**src/rtl/univ_shift_burst_pkg.sv**
```systemverilog
// Shared types for the universal shift/burst register: step modes and FSM states.
package usrb_pkg;

    typedef enum logic [2:0] {
        SHL  = 3'b000,
        SHR  = 3'b001,
        ROL  = 3'b010,
        ROR  = 3'b011,
        ASR  = 3'b100,
        HOLD = 3'b101
    } usrb_mode_t;

    typedef enum logic {
        IDLE  = 1'b0,
        BURST = 1'b1
    } usrb_state_t;

endpackage

```
**src/rtl/univ_shift_burst_if.sv**
```systemverilog
// Control/data bundle for univ_shift_burst; the parity signal exists only with USRB_PARITY_EN.
interface univ_shift_burst_if #(
    parameter int unsigned WIDTH = 8,
    parameter int unsigned LANES = 1,
    parameter int unsigned CNT_W = 4
);
    logic [2:0]       mode;
    logic             en;
    logic             load;
    logic [WIDTH-1:0] load_data;
    logic             start;
    logic [CNT_W-1:0] count;
    logic [LANES-1:0] sin;
    logic [WIDTH-1:0] out;
    logic [LANES-1:0] sout_l;
    logic [LANES-1:0] sout_r;
    logic             busy;
    logic             done;
`ifdef USRB_PARITY_EN
    logic             parity;
`endif

    modport master (
        output mode, en, load, load_data, start, count, sin,
        input  out, sout_l, sout_r, busy, done
`ifdef USRB_PARITY_EN
        , input parity
`endif
    );

    modport slave (
        input  mode, en, load, load_data, start, count, sin,
        output out, sout_l, sout_r, busy, done
`ifdef USRB_PARITY_EN
        , output parity
`endif
    );

endinterface

```
**src/rtl/univ_shift_burst_step.sv**
```systemverilog
// Combinational one-step next-value shifter shared by the manual and burst paths.
module usrb_step
    import usrb_pkg::*;
#(
    parameter int unsigned WIDTH = 8,
    parameter int unsigned LANES = 1
) (
    input  logic [WIDTH-1:0] cur,
    input  usrb_mode_t       mode,
    input  logic [LANES-1:0] sin,
    output logic [WIDTH-1:0] nxt
);

    always_comb begin
        nxt = cur;
        case (mode)
            SHL:     nxt = {cur[WIDTH-LANES-1:0], sin};
            SHR:     nxt = {sin, cur[WIDTH-1:LANES]};
            ROL:     nxt = {cur[WIDTH-LANES-1:0], cur[WIDTH-1 -: LANES]};
            ROR:     nxt = {cur[LANES-1:0], cur[WIDTH-1:LANES]};
            ASR:     nxt = {{LANES{cur[WIDTH-1]}}, cur[WIDTH-1:LANES]};
            default: nxt = cur;
        endcase
    end

endmodule

```
**src/rtl/univ_shift_burst.sv**
```systemverilog
// Universal shift register with parallel load and N-step burst engine (busy/done).
// Optional registered parity output enabled by defining USRB_PARITY_EN.
module univ_shift_burst
    import usrb_pkg::*;
#(
    parameter int unsigned WIDTH = 8,
    parameter int unsigned LANES = 1,
    parameter int unsigned CNT_W = 4
) (
    input  logic              clk,
    input  logic              rstn,
    univ_shift_burst_if.slave bus
);

    usrb_state_t      state;
    usrb_mode_t       mode_q;
    usrb_mode_t       step_mode;
    logic [CNT_W-1:0] rem_q;
    logic [WIDTH-1:0] r;
    logic [WIDTH-1:0] r_d;
    logic [WIDTH-1:0] nxt;
    logic             busy_q;
    logic             done_q;

    usrb_step #(
        .WIDTH (WIDTH),
        .LANES (LANES)
    ) u_step (
        .cur  (r),
        .mode (step_mode),
        .sin  (bus.sin),
        .nxt  (nxt)
    );

    // Next register value resolved here so parity can track it on the same edge.
    always_comb begin
        step_mode = (state == BURST) ? mode_q : usrb_mode_t'(bus.mode);
        r_d       = r;
        if (state == BURST)
            r_d = nxt;
        else if (bus.load)
            r_d = bus.load_data;
        else if (!bus.start && bus.en)
            r_d = nxt;
    end

    always_ff @(posedge clk) begin
        if (!rstn) begin
            state  <= IDLE;
            mode_q <= HOLD;
            rem_q  <= '0;
            r      <= '0;
            busy_q <= 1'b0;
            done_q <= 1'b0;
        end else begin
            r      <= r_d;
            done_q <= 1'b0;
            case (state)
                IDLE: begin
                    if (!bus.load && bus.start) begin
                        if (bus.count != '0) begin
                            mode_q <= usrb_mode_t'(bus.mode);
                            rem_q  <= bus.count;
                            busy_q <= 1'b1;
                            state  <= BURST;
                        end else begin
                            done_q <= 1'b1;
                        end
                    end
                end
                BURST: begin
                    rem_q <= rem_q - CNT_W'(1);
                    if (rem_q == CNT_W'(1)) begin
                        busy_q <= 1'b0;
                        done_q <= 1'b1;
                        state  <= IDLE;
                    end
                end
                default: state <= IDLE;
            endcase
        end
    end

`ifdef USRB_PARITY_EN
    logic parity_q;

    always_ff @(posedge clk) begin
        if (!rstn)
            parity_q <= 1'b0;
        else
            parity_q <= ^r_d;
    end

    assign bus.parity = parity_q;
`endif

    assign bus.out    = r;
    assign bus.sout_l = r[WIDTH-1 -: LANES];
    assign bus.sout_r = r[LANES-1:0];
    assign bus.busy   = busy_q;
    assign bus.done   = done_q;

endmodule

```
**src/flat_wrapper.sv**
```systemverilog
// flat-port wrapper written by rule: the top's interface ports become plain ports
module univ_shift_burst_flat import usrb_pkg::*;
#(
    parameter int unsigned WIDTH = 8,
    parameter int unsigned LANES = 1,
    parameter int unsigned CNT_W = 4
)
  (clk, rstn, bus_mode, bus_en, bus_load, bus_load_data, bus_start, bus_count, bus_sin, bus_out, bus_sout_l, bus_sout_r, bus_busy, bus_done);
  univ_shift_burst_if #(.WIDTH(WIDTH), .LANES(LANES), .CNT_W(CNT_W)) bus_i ();
  input  logic clk;
  input  logic rstn;
  input wire logic [$bits(bus_i.mode)-1:0] bus_mode;
  input wire logic [$bits(bus_i.en)-1:0] bus_en;
  input wire logic [$bits(bus_i.load)-1:0] bus_load;
  input wire logic [$bits(bus_i.load_data)-1:0] bus_load_data;
  input wire logic [$bits(bus_i.start)-1:0] bus_start;
  input wire logic [$bits(bus_i.count)-1:0] bus_count;
  input wire logic [$bits(bus_i.sin)-1:0] bus_sin;
  output wire logic [$bits(bus_i.out)-1:0] bus_out;
  output wire logic [$bits(bus_i.sout_l)-1:0] bus_sout_l;
  output wire logic [$bits(bus_i.sout_r)-1:0] bus_sout_r;
  output wire logic [$bits(bus_i.busy)-1:0] bus_busy;
  output wire logic [$bits(bus_i.done)-1:0] bus_done;
  assign bus_i.mode = bus_mode;
  assign bus_i.en = bus_en;
  assign bus_i.load = bus_load;
  assign bus_i.load_data = bus_load_data;
  assign bus_i.start = bus_start;
  assign bus_i.count = bus_count;
  assign bus_i.sin = bus_sin;
  assign bus_out = bus_i.out;
  assign bus_sout_l = bus_i.sout_l;
  assign bus_sout_r = bus_i.sout_r;
  assign bus_busy = bus_i.busy;
  assign bus_done = bus_i.done;
  univ_shift_burst #(.WIDTH(WIDTH), .LANES(LANES), .CNT_W(CNT_W)) u_core (.clk(clk), .rstn(rstn), .bus(bus_i));
endmodule
```
**config.mk**
```make
export PLATFORM = sky130hd
export DESIGN_NAME = univ_shift_burst_flat
export DESIGN_NICKNAME = d
export VERILOG_FILES = /design/src/rtl/univ_shift_burst_pkg.sv /design/src/rtl/univ_shift_burst_if.sv /design/src/rtl/univ_shift_burst_step.sv /design/src/rtl/univ_shift_burst.sv /design/src/flat_wrapper.sv
export SDC_FILE = /design/constraint.sdc
export NUM_CORES = 1
export LEC_CHECK = 0
export ABC_CLOCK_PERIOD_IN_PS = 1450
export CAP_MARGIN = 20
export CELL_PAD_IN_SITES_DETAIL_PLACEMENT = 1
export CELL_PAD_IN_SITES_GLOBAL_PLACEMENT = 2
export CORE_UTILIZATION = 25
export DETAILED_ROUTE_END_ITERATION = 10
export PLACE_DENSITY = 0.76
export SYNTH_ARGS = -nofsm -noshare
export SYNTH_HDL_FRONTEND = slang
export SYNTH_SLANG_ARGS = --single-unit
```
**constraint.sdc**
```tcl
create_clock -name clk -period 1.45 [get_ports clk]
set_input_delay 0.29 -clock clk [delete_from_list [all_inputs] [get_ports clk]]
set_output_delay 0.29 -clock clk [all_outputs]
set_load 0.01 [all_outputs]
```
* Yosys cells after proc, flatten, opt, wreduce, memory -nomap -nowiden *
Cells that the tools add are included.

cells by class
  add/subtract/negate cells = 1
  multipliers = 0
  divide/modulo/power cells = 0
  magnitude comparators = 0
  equal/unequal tests = 8
  shift-type cells = 0
  muxes and demuxes = 20
  bitwise operators = 1
  reductions and logical operators = 10

operators with widths
  kind                   number
  $pmux W8 S5            1
  $mux W8                3
  $mux W1                9
  $mux W4                2
  $pmux W4 S2            1
  $eq A3 B2 Y1 const B   2
  $pmux W1 S2            3
  $reduce_and A3 Y1      2
  $eq A4 B1 Y1 const B   1
  $ne A2 B1 Y1 const B   2
  $reduce_bool A4 Y1     1
  $sub A4 B1 Y4 const B  1
  $eq A3 B1 Y1 const B   1
  $eq A3 B3 Y1 const B   1
  $logic_not A3 Y1       1
  $mux W3                1
  $reduce_bool A3 Y1     1
  $logic_and A1 B1 Y1    2
  $logic_not A1 Y1       2
  $ne A2 B2 Y1 const B   1
  $reduce_and A2 Y1      1
  $not A1 Y1             1

word-level totals
  register bits after elaboration = 18
  bits in latches = 0
  memory bits (writable) = 0
  bits in read-only memories = 0
  bits of input ports = 21
  output and inout bits = 12
  memories = 0

* Depth between registers and ports, before layout *
Gate-level depths: netlist of run 1.

  depth in word-level cells = 6
  depth in mapped cells = 6

* Modules after synthesis *
A second synthesis of run 1 with hierarchy kept.

unflattened totals
  cell total of the unflattened synthesis = 142
  area total of the unflattened synthesis = 1282.5 um2

modules (own cells, without submodules)
  module            instances  cells each  area an instance (um2)  sequential area each (um2)
  univ_shift_burst  1          95          923.4                   360.3
  usrb_step         1          47          359.1                   0.0

* Worst setup path before layout of run 1 *
No wires, ideal clock.

  kind = register to register
  start point = reg u_core.state
  end point = reg u_core.r[0] (netlist: u_core.bus.out[0])
  arrival = 1.378 ns
  required time = 1.321 ns
  setup slack = -0.057 ns
  cell stages (with the launch flop) = 6
  buffers on the path = 1
  clock period less this slack = 1.507 ns
  cell sequence = dfxtp_1 > buf_6 > mux2i_1 > mux2_2 > a221oi_1 > o211ai_1

on the way
  word-level cells in the longest chain between the ends = 6
  elaborated cells on any way between the ends = 11

ends and longest elaborated chain
  what                                        RTL line                     text
  start, declared                             univ_shift_burst.sv:15       usrb_state_t state;
  start signal, assigned                      univ_shift_burst.sv:49       state <= IDLE;
  start signal, assigned                      univ_shift_burst.sv:65       state <= BURST;
  start signal, assigned                      univ_shift_burst.sv:76       state <= IDLE;
  $mux W3                                     univ_shift_burst.sv:37       step_mode = (state == BURST) ? mode_q : usrb_mode_t'(bus.mode);
  $eq A3 B3 Y1, or another cell as far along  univ_shift_burst_step.sv:16  case (mode)
  $pmux W8 S5                                 univ_shift_burst_step.sv:16
  $mux W8                                     univ_shift_burst.sv:43       else if (!bus.start && bus.en)
  $mux W8                                     univ_shift_burst.sv:41       else if (bus.load)
  $mux W8                                     univ_shift_burst.sv:39       if (state == BURST)
  end signal, assigned                        univ_shift_burst.sv:56       r <= r_d;
  end, declared                               univ_shift_burst.sv:19       logic [WIDTH-1:0] r;

Parallel ways exist; a longest one is shown, timed or not. The select of a mux whose other input is x is not followed.
A chain may end at the register's enable or synchronous reset.

* Final worst setup path of run 1 *
Same ends and word-level chain as after synthesis.

==> impl_metrics.csv, run 1 <==
group,metric,value,unit
global_route,groute.usage.overall,17.7,%
job,cap_viol_max_count,0,
timing,report.final.hold_viol_count,0,
clock_network,cts_root_buffer,"clkbuf_8",
timing,max-slew-margin-rel,76.5,%
layout,fillerInstances,541,
clock_network,tritoncts,"yes",
yosys,ys_dominant_reg_cell,"dfxtp_1",
floorplan,die_h,72.0,microns
power,power_density,758,nW/um^2
route,via_count,1431,
layout,diodes,0,
global_route,initial_antenna_violation_count,0,
worst_setup_path,critical_path_peak_fanout,6,
route,vias_per_cell,5.07,
clock_network,h-tree-depth,1,
global_route,grt_overflow,0,
place,dp_slack,-538,ps
place,place.detailed.hpwl,3.40,mm
power,design_power_total,1.66,mW
timing,unrepaired_setup_endpoints_after_global_routing,"yes",
worst_setup_path,rrSetupSlack,-30,ps
worst_setup_path,worst_ep_arrival_time,1620,ps
clock_network,numCtsBuffers,3,
worst_setup_path,cp_slowest_cell,"dfxtp_4",
clock_network,numClockSinks,18,
clock_network,ctsLongestPathBuffers,2,
worst_setup_path,r2r_start,"u_core.state",
route,routed_wire_length_per_instance,16.7,microns
floorplan,core_region_area,4720,sq um
place,io_buffer_count,32,
worst_setup_path,critical-path-max-stage-delay,410,ps
worst_setup_path,critical_path_cell_list,"mux2i_4 > mux2_4 > a221oi_2 > o211ai_1",
route,drc,0,
worst_setup_path,worst_setup_start_kind,"flop",
yosys,synth_area_per_cell,8.88,sq um
floorplan,starting_utilization_of_the_core_area,25.9,%
layout,finish.cell_count_without_fillers,282,
timing,setup_slack,-32.1,ps
global_route,grt_max_degree,15,
yosys,postSynthCellCount,138,
floorplan,placement_rows,25,
status,violations_in_the_final_reports,"setup timing",
yosys,synth.ff_latch_count,18,
route,dr.first_iter.drc_count,38,
yosys,synth_area_leader_cell,"dfxtp_1",
place,gp_congestion,0.796,
yosys,ys_warn_count,0,
yosys,yosys-top-cells-area,"dfxtp_1 (29%), a211oi_1 (4.9%), mux2i_1 (4.1%)",
worst_setup_path,critical_path.endpoint_type,"flop",
yosys,cell_variety_after_synth,49,
layout,layout.nets,239,
power,static-leakage-power,0.938,nW
global_route,number_of_global_route_vias_before_repair,1574,
hold_path,whs_path_depth,4,
hold_path,whs_endpoint,"u_core.mode_q[0]",
timing,timing.final.setup_violations,4,
route,drt_first_pass_iters,4,
layout,flow.area_growth_from_synthesis,78.9,%
floorplan,die_x,72.0,microns
clock_network,cts.reportedPaths.clkPinSlew,80,ps
hold_path,hold_path_class,"primary input to flop",
status,run_status,"complete, but fails checks",
timing,min_period_over_period,102,%
global_route,grt_pass1_wl,7.27,mm
timing,max_slew.worst_pin.slew,352,ps
yosys,synth_top_area_share,29.4,%
yosys,synthArstFlopShare,0,%
timing,achievable-frequency,675,MHz
worst_setup_path,worst_r2r_endpoint,"u_core.bus.out[0]",
place,placed_cells,273,
floorplan,top_level_ports,33,
hold_path,worst_hold_startpoint,"bus_mode[0]",
worst_setup_path,worstSetupPathType,"flop to flop",
layout,post_route_cells_drive_above_1_share,45.6,%
power,power.ir.vdd_worst,0.292,mV
route,route.final.wire_length,4.72,mm
timing,slew_violations,0,
yosys,synthesis.nets,161,
timing,period_minus_slack,1480,ps
clock_network,skew_pair_late_insertion_delay,250,ps
worst_setup_path,number_of_cells_on_the_worst_reg_to_reg_path,4,
timing,final.setup_skew,3.10,ps
yosys,synth-edff-count,0,
route,antenna_violating_nets_post_route,0,
yosys,synth_sequential_area_ratio,29.4,%
floorplan,die-area,5180,sq um
yosys,synth.cell_area,1220,sq um
worst_setup_path,cp_data_required_time,1590,ps
## metrics by stage
stage	cell area, sq um	hold WS, ps	utilization (%)	TNS [ps]
floorplan	1240	418	-	-4.68
finish	2190	453	46.4	-57.8
global route	2190	477	46.4	-429
CTS	2030	521	43.0	-67.5
global placement	1920	508	40.7	-6770
detailed placement	1920	509	40.7	-7390
## placed cells by master, fill, tap and decap left out, types with 2 or more instances in the layout
master | synthesis | final
a211o_1 | 3 | 3
a211oi_1 | 8 | 7
a21oi_1 | 2 | 2
a221oi_1 | 4 | 3
a31o_4 | 0 | 2
a32o_1 | 3 | 3
and2_1 | 2 | 2
buf_4 | 2 | 48
buf_6 | 2 | 2
clkbuf_2 | 0 | 2
clkbuf_8 | 0 | 4
clkdlybuf4s50_1 | 0 | 12
dfxtp_1 | 18 | 10
dfxtp_2 | 0 | 6
dfxtp_4 | 0 | 2
dlygate4sd2_1 | 0 | 15
dlymetal6s2s_1 | 0 | 3
ha_1 | 2 | 2
inv_1 | 9 | 8
mux2_4 | 0 | 2
mux2i_1 | 5 | 4
nand2_1 | 7 | 5
nand2b_1 | 4 | 2
nand2b_4 | 0 | 2
nor2_1 | 5 | 3
nor2b_1 | 5 | 2
nor2b_4 | 0 | 2
nor3_1 | 4 | 2
nor3_2 | 1 | 2
nor3b_2 | 1 | 2
nor4_2 | 0 | 2
o211ai_1 | 2 | 2
o21ai_0 | 8 | 6
o311a_1 | 2 | 2
o311ai_2 | 0 | 2
o31ai_1 | 2 | 2
xnor2_1 | 2 | 2
## per-layer routing
metal	GRT usage, %	share of wire (%)	up-vias
met5	0	0	-
met4	8.71	2.1	0
met3	2.36	2.7	10
met2	31.4	53	30
met1	20.9	43	704
li1	-	-	687
## state kept, by name, indices dropped and copies added, names as in the netlist
signal,count
u_core.bus.busy,1
u_core.bus.done,1
u_core.bus.out,8
u_core.mode_q,3
u_core.rem_q,4
u_core.state,1
## layout make-up
| cell class | instances | area (sq um) | area share [%] |
|---|---|---|---|
| timing repair buffer | 82 | 682 | 31.1 |
| multi-input combinational | 102 | 961 | 43.9 |
| sequential | 18 | 375 | 17.1 |
| tap | 67 | 83.8 | 3.83 |
| clock buffer | 4 | 55.1 | 2.51 |
| inverter | 9 | 33.8 | 1.54 |
## worst max-delay path: cells and delay by family (launching register included)
kind	cells	cell delay (ps)
AO/OA/AOI/OAI	2	370
flip-flops	1	410
multiplexers	2	590
## kinds of logic (layout without fill, tap and decap cells)
| logic type | count (synthesis) | in the layout | synth area share, % |
|---|---|---|---|
| buffers and inverters | 18 | 95 | 7.66 |
| multiplexers | 7 | 7 | 5.92 |
| adder cells (fa/ha/maj) | 2 | 2 | 2.04 |
| flip-flops | 18 | 18 | 29.4 |
| AO/OA/AOI/OAI | 52 | 52 | 34.0 |
| XOR/XNOR | 2 | 2 | 1.43 |
| AND/OR/NAND/NOR | 39 | 39 | 19.5 |
## cells in the mapped netlist, types with 2 or more instances
cell and n:
nand2b_1 4, and2_1 2, nor3_1 4, clkbuf_1 2, mux2i_1 5, nor4_1 3
o311a_1 2, a211oi_1 8, dfxtp_1 18, ha_1 2, a31o_2 3, inv_1 9
a211o_1 3, nand2_1 7, buf_6 2, a221oi_1 4, mux2_2 2, o311ai_0 3
o211ai_1 2, o21ai_0 8, o31ai_1 2, buf_2 3, a21oi_1 2, buf_4 2
a32o_1 3, nor2_1 5, xnor2_1 2, nor2b_1 5
## worst max path at each step
stage | from | to | slack, ps | cells after the start
2_1_floorplan | u_core.state | u_core.bus.out[5] | -5 | 5
3_3_place_gp | bus_mode[0] | u_core.bus.out[0] | -490 | 7
3_5_place_dp | bus_mode[0] | u_core.bus.out[0] | -540 | 7
4_1_cts | u_core.state | u_core.bus.out[0] | -40 | 4
5_1_grt | u_core.state | u_core.bus.out[0] | -90 | 4
6_report | u_core.state | u_core.bus.out[0] | -30 | 4
## what timing repair did
item,4_1_cts,5_1_grt
setup endpoints to repair,27,19
pin swaps,7,16
setup buffers,2,4
gates resized for setup,40,37
hold endpoints to repair,0,0
hold buffers,0,0
## power by group
group	leakage (nW)	internal [mW]	switching, mW
sequential	0.150	0.541	0.0596
clock	0.0288	0.241	0.185
combinational	0.759	0.347	0.285
total	0.938	1.13	0.530
No activity file was read; power rests on OpenSTA's default activity.
==> inputs of run 2 (changes only) <==
--- a/config.mk
+++ b/config.mk
@@ -11,7 +11,8 @@
 export CELL_PAD_IN_SITES_GLOBAL_PLACEMENT = 2
-export CORE_UTILIZATION = 25
+export CORE_UTILIZATION = 26
 export DETAILED_ROUTE_END_ITERATION = 10
-export PLACE_DENSITY = 0.76
+export PLACE_DENSITY = 0.78
 export SYNTH_ARGS = -nofsm -noshare
 export SYNTH_HDL_FRONTEND = slang
+export SYNTH_HIERARCHICAL = 1
 export SYNTH_SLANG_ARGS = --single-unit
==> constraint.sdc (replaced) <==
create_clock -name clk -period 1.45 [get_ports clk]
set_input_delay 0.145 -clock clk [delete_from_list [all_inputs] [get_ports clk]]
set_output_delay 0.145 -clock clk [all_outputs]
set_load 0.01 [all_outputs]
==> run 2 against run 1 <==
The flow still finishes with violations (setup timing). Sequential power increased by 2%. Sequential cell count unchanged. Final cell count decreased by 8.2%. First-iteration DRC count increased by 95%. Count of clock-buffer cells in the layout decreased by 1. Critical path type unchanged. Critical endpoint is now u_core/bus.out[1]. Highest routed layer unchanged.
==> impl_metrics.csv, run 2 <==
group,metric,value,unit
layout,multiInputGateArea,920,sq um
power,seqPwrFrac,38.1,%
clock_network,ctsLongestPathBuffers,2,
route,vias_per_cell,5.15,
route,met2_wirelength,2.17,mm
power,internal_power,1.10,mW
yosys,synthArstFlopShare,0,%
route,antenna_violating_nets_post_route,0,
layout,fillerInstances,557,
worst_setup_path,worst_setup_start_kind,"flop",
global_route,grt_overflow,0,
yosys,synthesis.nets,165,
clock_network,cts_hold_buffers,0,
timing,final.setup_skew,4.86,ps
layout,layout_commonest_cell,"clkdlybuf4s50_1",
route,drc,0,
yosys,synth_area_per_cell,9.03,sq um
power,p_sw_share,31.9,%
global_route,grt_max_degree,16,
worst_setup_path,cp_common_cell,"mux2_4",
clock_network,cts.reportedPaths.clkPinSlew,70,ps
yosys,ys_warn_count,6,
clock_network,cts_root_buffer,"clkbuf_8",
yosys,synth.cell_area,1280,sq um
place,instance_area_after_placement,1750,sq um
yosys,synth_area_leader_cell,"dfxtp_1",
floorplan,die-area,5220,sq um
worst_setup_path,r2r_start,"u_core/state",
worst_setup_path,worstSetupPathDepth,5,
floorplan,die_x,72.2,microns
worst_setup_path,crit_family,"multiplexers",
route,routed_wire_length_per_instance,16.0,microns
worst_setup_path,critical-path-max-stage-delay,380,ps
floorplan,placement_rows,25,
route,dr.first_iter.drc_count,74,
timing,max-slew-margin-rel,69.3,%
layout,largest_register_ffs,8,
yosys,postSynthCellCount,142,
yosys,ys_dominant_reg_cell,"dfxtp_1",
worst_setup_path,critical_path_peak_fanout,7,
route,met3WireLength,163,microns
worst_setup_path,worst_r2r_endpoint,"u_core/bus.out[1]",
timing,min_period_over_period,115,%
status,run_status,"complete, but fails checks",
timing,setup_slack,-216,ps
worst_setup_path,cp.buffers_inverters,0,
place,io_buffer_count,32,
worst_setup_path,cp_data_required_time,1600,ps
global_route,grt_pass1_wl,7.03,mm
layout,post_route_cells_drive_above_1_share,35.9,%
yosys,synth.ff_latch_count,18,
route,route.final.wire_length,4.14,mm
timing,slew_violations,0,
worst_setup_path,worstSetupPathType,"flop to flop",
timing,final.hold.worst_slack,470,ps
yosys,cell_variety_after_synth,42,
place,place.detailed.hpwl,2.93,mm
global_route,initial_antenna_violation_count,0,
worst_setup_path,number_of_cells_on_the_worst_reg_to_reg_path,5,
power,power_density,817,nW/um^2
power,power.combinational.fraction,39.6,%
power,share_clk_of_total_power,22.3,%
place,gp_congestion,0.889,
timing,unrepaired_setup_endpoints_after_global_routing,"yes",
clock_network,numClockSinks,18,
power,power.switching,516,uW
power,design_power_total,1.62,mW
yosys,synth-edff-count,0,
timing,max_slew.worst_pin.slew,457,ps
route,m1WireLength,1.79,mm
worst_setup_path,critical_path.endpoint_type,"flop",
hold_path,whs_endpoint,"u_core/mode_q[1]",
worst_setup_path,worst_ep_arrival_time,1820,ps
floorplan,starting_utilization_of_the_core_area,27.2,%
hold_path,hold_path_class,"flop to flop",
floorplan,core_region_area,4720,sq um
yosys,synth_sequential_area_ratio,28.1,%
clock_network,skew_pair_late_insertion_delay,260,ps
hold_path,worst_hold_startpoint,"u_core/mode_q[1]",
layout,flow.area_growth_from_synthesis,54.2,%
yosys,yosys.cell_count.top_type,"dfxtp_1",
global_route,groute.usage.overall,17.3,%
layout,fin_area,1980,sq um
worst_setup_path,cp_slowest_cell,"dfxtp_4",
floorplan,top_level_ports,33,
status,violations_in_the_final_reports,"setup timing",
layout,seq_area,372,sq um
layout,layout.nets,217,
power,static-leakage-power,0.754,nW
route,drt_first_pass_iters,4,
layout,diodes,0,
route,via_count,1334,
timing,report.final.hold_viol_count,0,
timing,period_minus_slack,1670,ps
floorplan,die_h,72.2,microns
hold_path,whs_path_depth,2,
route,routed.top_layer,"met4",
yosys,synth_top_area_share,28.1,%
global_route,number_of_global_route_vias_before_repair,1462,
clock_network,tritoncts,"yes",
timing,achievable-frequency,600,MHz
worst_setup_path,critical_path_cell_list,"mux2_4 > mux2_4 > a32oi_1 > o21ai_1 > o221a_2",
worst_setup_path,rrSetupSlack,-220,ps
job,cap_viol_max_count,0,
clock_network,h-tree-depth,1,
yosys,yosys-top-cells-area,"dfxtp_1 (28%), a2bb2oi_1 (7.5%), mux2_4 (7.0%)",
yosys,synthTopCellsByCount,"dfxtp_1 (18), nand2_1 (12), a2bb2oi_1 (11), o21a_1 (10), nor2_1 (9)",
layout,layout_common_cells,"clkdlybuf4s50_1 (32), buf_4 (25), nand2_1 (12)",
power,power.ir.vdd_worst,0.487,mV
clock_network,numCtsBuffers,3,
timing,timing.final.setup_violations,10,
-- run 2: cell count changes in the layout (fill, tap and decap cells not counted), moves of 7 or more --
| cell | delta |
|---|---|
| a2bb2oi_2 | +7 |
| buf_4 | -23 |
| clkdlybuf4s50_1 | +20 |
| dlygate4sd2_1 | -15 |
| nand2_1 | +7 |
| o21a_1 | +9 |
| o221a_2 | +7 |
-- run 2: worst max path at each step --
stage                  from                 to  slack [ps]
2_1_floorplan  u_core/state  u_core/bus.out[1]        -360
3_3_place_gp    bus_mode[2]  u_core/bus.out[0]        -410
3_5_place_dp    bus_mode[2]  u_core/bus.out[0]        -430
4_1_cts        u_core/state  u_core/bus.out[1]        -170
5_1_grt        u_core/state  u_core/bus.out[0]        -240
6_report       u_core/state  u_core/bus.out[1]        -220
-- run 2: logic make-up (layout without fill, tap and decap cells) --
logic type / Yosys count / after routing / synth area share, %
multiplexers: 13 / 14 / 12.8
AND/OR/NAND/NOR: 36 / 36 / 15.8
adder cells (fa/ha/maj): 2 / 2 / 1.95
buffers and inverters: 20 / 69 / 8.19
flip-flops: 18 / 18 / 28.1
AO/OA/AOI/OAI: 53 / 53 / 33.2
-- run 2: timing repair --
action / in CTS / in global routing
resized for setup: 15 / 13
setup endpoints to repair: 14 / 19
cloned: 1 / 0
setup buffers: 2 / 6
hold endpoints to repair: 0 / 0
pin swaps: 4 / 4
-- run 2: per-stage QoR --
step                setup slack (ps)  setup TNS [ps]  cells  utilization [%]
floorplan                       -358           -2590    142                -
global placement                -405           -3610    247             37.1
detailed placement              -429           -4410    247             37.1
CTS                             -172           -1470    253             40.1
global route                    -241           -2150    259             41.9
finish                          -216           -1460    259             41.9
-- run 2: tightest hold or removal path, delay by kind of cell (launching register included) --
kind	cells	cell delay (ps)
multiplexers	1	50
AND/OR/NAND/NOR	1	60
flip-flops	1	310
-- run 2: layer usage --
layer,GRT usage (%),vias to the layer above
li1,-,644
met1,19.9,653
met2,32.3,35
met3,3.89,2
met4,3.70,0
met5,0,-
-- run 2: cell type report --
type                            count  area share, %
Timing Repair Buffer               58           26.7
Clock buffer                        3           2.09
Multi-Input combinational cell    105           46.5
Inverter                            8           1.71
Sequential cell                    18           18.8
Tap cell                           67           4.24
-- run 2: power groups by stage --
stage | Clock (mW) | Sequential, mW | Combinational [mW]
finish | 0.361 | 0.616 | 0.640
global placement | 0 | 0.613 | 0.530
floorplan | 0 | 0.608 | 0.332
detailed placement | 0 | 0.616 | 0.550
global route | 0.399 | 0.626 | 0.686
CTS | 0.375 | 0.611 | 0.597
==> patch: new RTL, flow settings as in run 2 <==
`WIDTH` is set to 8 in 4 places; all go to 6.
--- a/src/rtl/univ_shift_burst_if.sv
+++ b/src/rtl/univ_shift_burst_if.sv
@@ -1,6 +1,6 @@
 // Control/data bundle for univ_shift_burst; the parity signal exists only with USRB_PARITY_EN.
 interface univ_shift_burst_if #(
-    parameter int unsigned WIDTH = 8,
+    parameter int unsigned WIDTH = 6,
     parameter int unsigned LANES = 1,
     parameter int unsigned CNT_W = 4
 );
--- a/src/rtl/univ_shift_burst_step.sv
+++ b/src/rtl/univ_shift_burst_step.sv
@@ -2,7 +2,7 @@
 module usrb_step
     import usrb_pkg::*;
 #(
-    parameter int unsigned WIDTH = 8,
+    parameter int unsigned WIDTH = 6,
     parameter int unsigned LANES = 1
 ) (
     input  logic [WIDTH-1:0] cur,
--- a/src/rtl/univ_shift_burst.sv
+++ b/src/rtl/univ_shift_burst.sv
@@ -3,7 +3,7 @@
 module univ_shift_burst
     import usrb_pkg::*;
 #(
-    parameter int unsigned WIDTH = 8,
+    parameter int unsigned WIDTH = 6,
     parameter int unsigned LANES = 1,
     parameter int unsigned CNT_W = 4
 ) (
--- a/src/flat_wrapper.sv
+++ b/src/flat_wrapper.sv
@@ -1,7 +1,7 @@
 // flat-port wrapper written by rule: the top's interface ports become plain ports
 module univ_shift_burst_flat import usrb_pkg::*;
 #(
-    parameter int unsigned WIDTH = 8,
+    parameter int unsigned WIDTH = 6,
     parameter int unsigned LANES = 1,
     parameter int unsigned CNT_W = 4
 )
Interface: changed (resized bus_load_data and bus_out); port bits go from 33 to 29. No check against the original RTL was run, so the function may have changed too.
==> patch against run 2 <==
  * The flow still finishes with violations (setup timing)
  * Sequential cell count is 2 lower
  * Non-clock buffer count fell by 1
  * Final area fell by 8.9%
  * Setup slack got worse by 42 ps
  * Combinational power shrank 9.7%
  * Wire length fell by 12%
  * Sequential share of layout area fell by 0.38 points
  * Total power shrank 5.8%
  * Synthesized area is 9.9% lower
  * Largest cell class unchanged
  * Largest power group unchanged
  * Highest routed layer unchanged
==> patch: results (changes against run 2) <==
max reg flops = 6 (was 8)
gpl congestion = 0.796 (was 0.889)
commonest cells in the synthesized netlist = dfxtp_1, mux2i_1, mux2_2, nand2_1 (was dfxtp_1, nand2_1, a2bb2oi_1, o21a_1, nor2_1)
Seq/Total Area, Yosys = 0.277 (was 0.281)
DRT met1 WL = 1.60 mm (was 1.79 mm)
Setup WS post-layout = -258 ps (was -216 ps)
DP Wirelength = 2.65 mm (was 2.93 mm)
post-layout net count = 201 (was 217)
crit-path max FO = 5 (was 7)
violated checks = setup timing (unchanged)
met2 routed WL = 1.89 mm (was 2.17 mm)
post-synthesis mux area share = 0.155 (was 0.128)
Placed Cells incl. Taps = 218 (was 247)
Synthesized Nets = 148 (was 165)
largest net degree at the start of global routing = 14 (was 16)
Compound-Gate Fraction of Synth Area = 0.258 (was 0.332)
Post-Syn Instances = 127 (was 142)
Final setup viols = 7 (was 10)
worst-case clock skew = 3.70 ps (was 4.86 ps)
Adder-Cell Fraction of Synth Area = 0.0216 (was 0.0195)
status = finished with violations (unchanged)
first-pass GRT wire length = 5.69 mm (was 7.03 mm)
# port buffers = 28 (was 32)
fillers = 495 (was 557)
leakage power = 0.730 nW (was 0.754 nW)
Final Non-Filler Cells = 229 (was 259)
xor/xnor cell area share of the yosys netlist = 0.00758 (was 0)
Yosys cell types = 40 (was 42)
Worst-Margin Slew = 364 ps (was 457 ps)
==> patch: layout make-up <==
| class | count | area (um2) | share of cell area |
|---|---|---|---|
| Timing Repair Buffer | 57 | 523 | 0.290 |
| Tap cell | 50 | 62.6 | 0.0347 |
| Inverter | 6 | 26.3 | 0.0146 |
| Sequential cell | 16 | 332 | 0.184 |
| Clock buffer | 4 | 55.1 | 0.0306 |
| Multi-Input combinational cell | 96 | 803 | 0.446 |
==> patch: worst max path at each step <==
stage | startpoint | endpoint
after global placement | bus_mode[2] | u_core/bus.out[5]$_SDFFE_PN0P_
after floorplan | u_core/state$_SDFF_PN0_ | u_core/bus.out[0]$_SDFFE_PN0P_
after detailed placement | bus_mode[2] | u_core/bus.out[3]$_SDFFE_PN0P_
after CTS | u_core/state$_SDFF_PN0_ | u_core/bus.out[5]$_SDFFE_PN0P_
final | u_core/state$_SDFF_PN0_ | u_core/bus.out[0]$_SDFFE_PN0P_
after global routing | u_core/state$_SDFF_PN0_ | u_core/bus.out[1]$_SDFFE_PN0P_
==> patch: routing by layer <==
| layer | GRT usage | vias up |
|---|---|---|
| met4 | 0.0365 | 0 |
| met2 | 0.288 | 26 |
| met3 | 0.0263 | 2 |
| li1 | - | 577 |
| met5 | 0 | - |
| met1 | 0.203 | 587 |
==> patch: logic make-up (layout without fill, tap and decap cells) <==
logic type,Yosys count,count (layout)
compound gates,38,38
buf+inv,16,67
fa+ha+maj,2,2
mux,17,18
xor+xnor,1,1
flops,16,16
simple gates,37,37
==> patch: critical path, delay by kind of cell, from the launching register on <==
family | cells | cell delay (ps)
AND/OR/NAND/NOR | 1 | 380
AO/OA/AOI/OAI | 3 | 290
multiplexers | 2 | 530
flip-flops | 1 | 390
==> patch: repair_timing <==
item                       in CTS  in global routing
setup endpoints to repair      13                 15
cloned                          1                  0
buffers inserted                0                  6
pin swaps                       3                  6
gates resized for setup        12                 14
==> patch: metrics by stage <==
stage               instance area [um2]  TNS (ps)  hold WS (ps)  setup WS [ps]
floorplan                          1170     -1570           263           -357
global placement                   1620     -2470           443           -420
detailed placement                 1620     -3120           462           -461
CTS                                1710     -1380           471           -217
global route                       1800     -2050           492           -366
finish                             1800     -1330           473           -258
==> patch: power groups by stage <==
stage	Sequential [mW]	Clock, mW	Combinational (mW)
global placement	0.541	0	0.509
finish	0.543	0.402	0.578
CTS	0.539	0.420	0.539
detailed placement	0.544	0	0.522
floorplan	0.538	0	0.305
global route	0.551	0.442	0.626
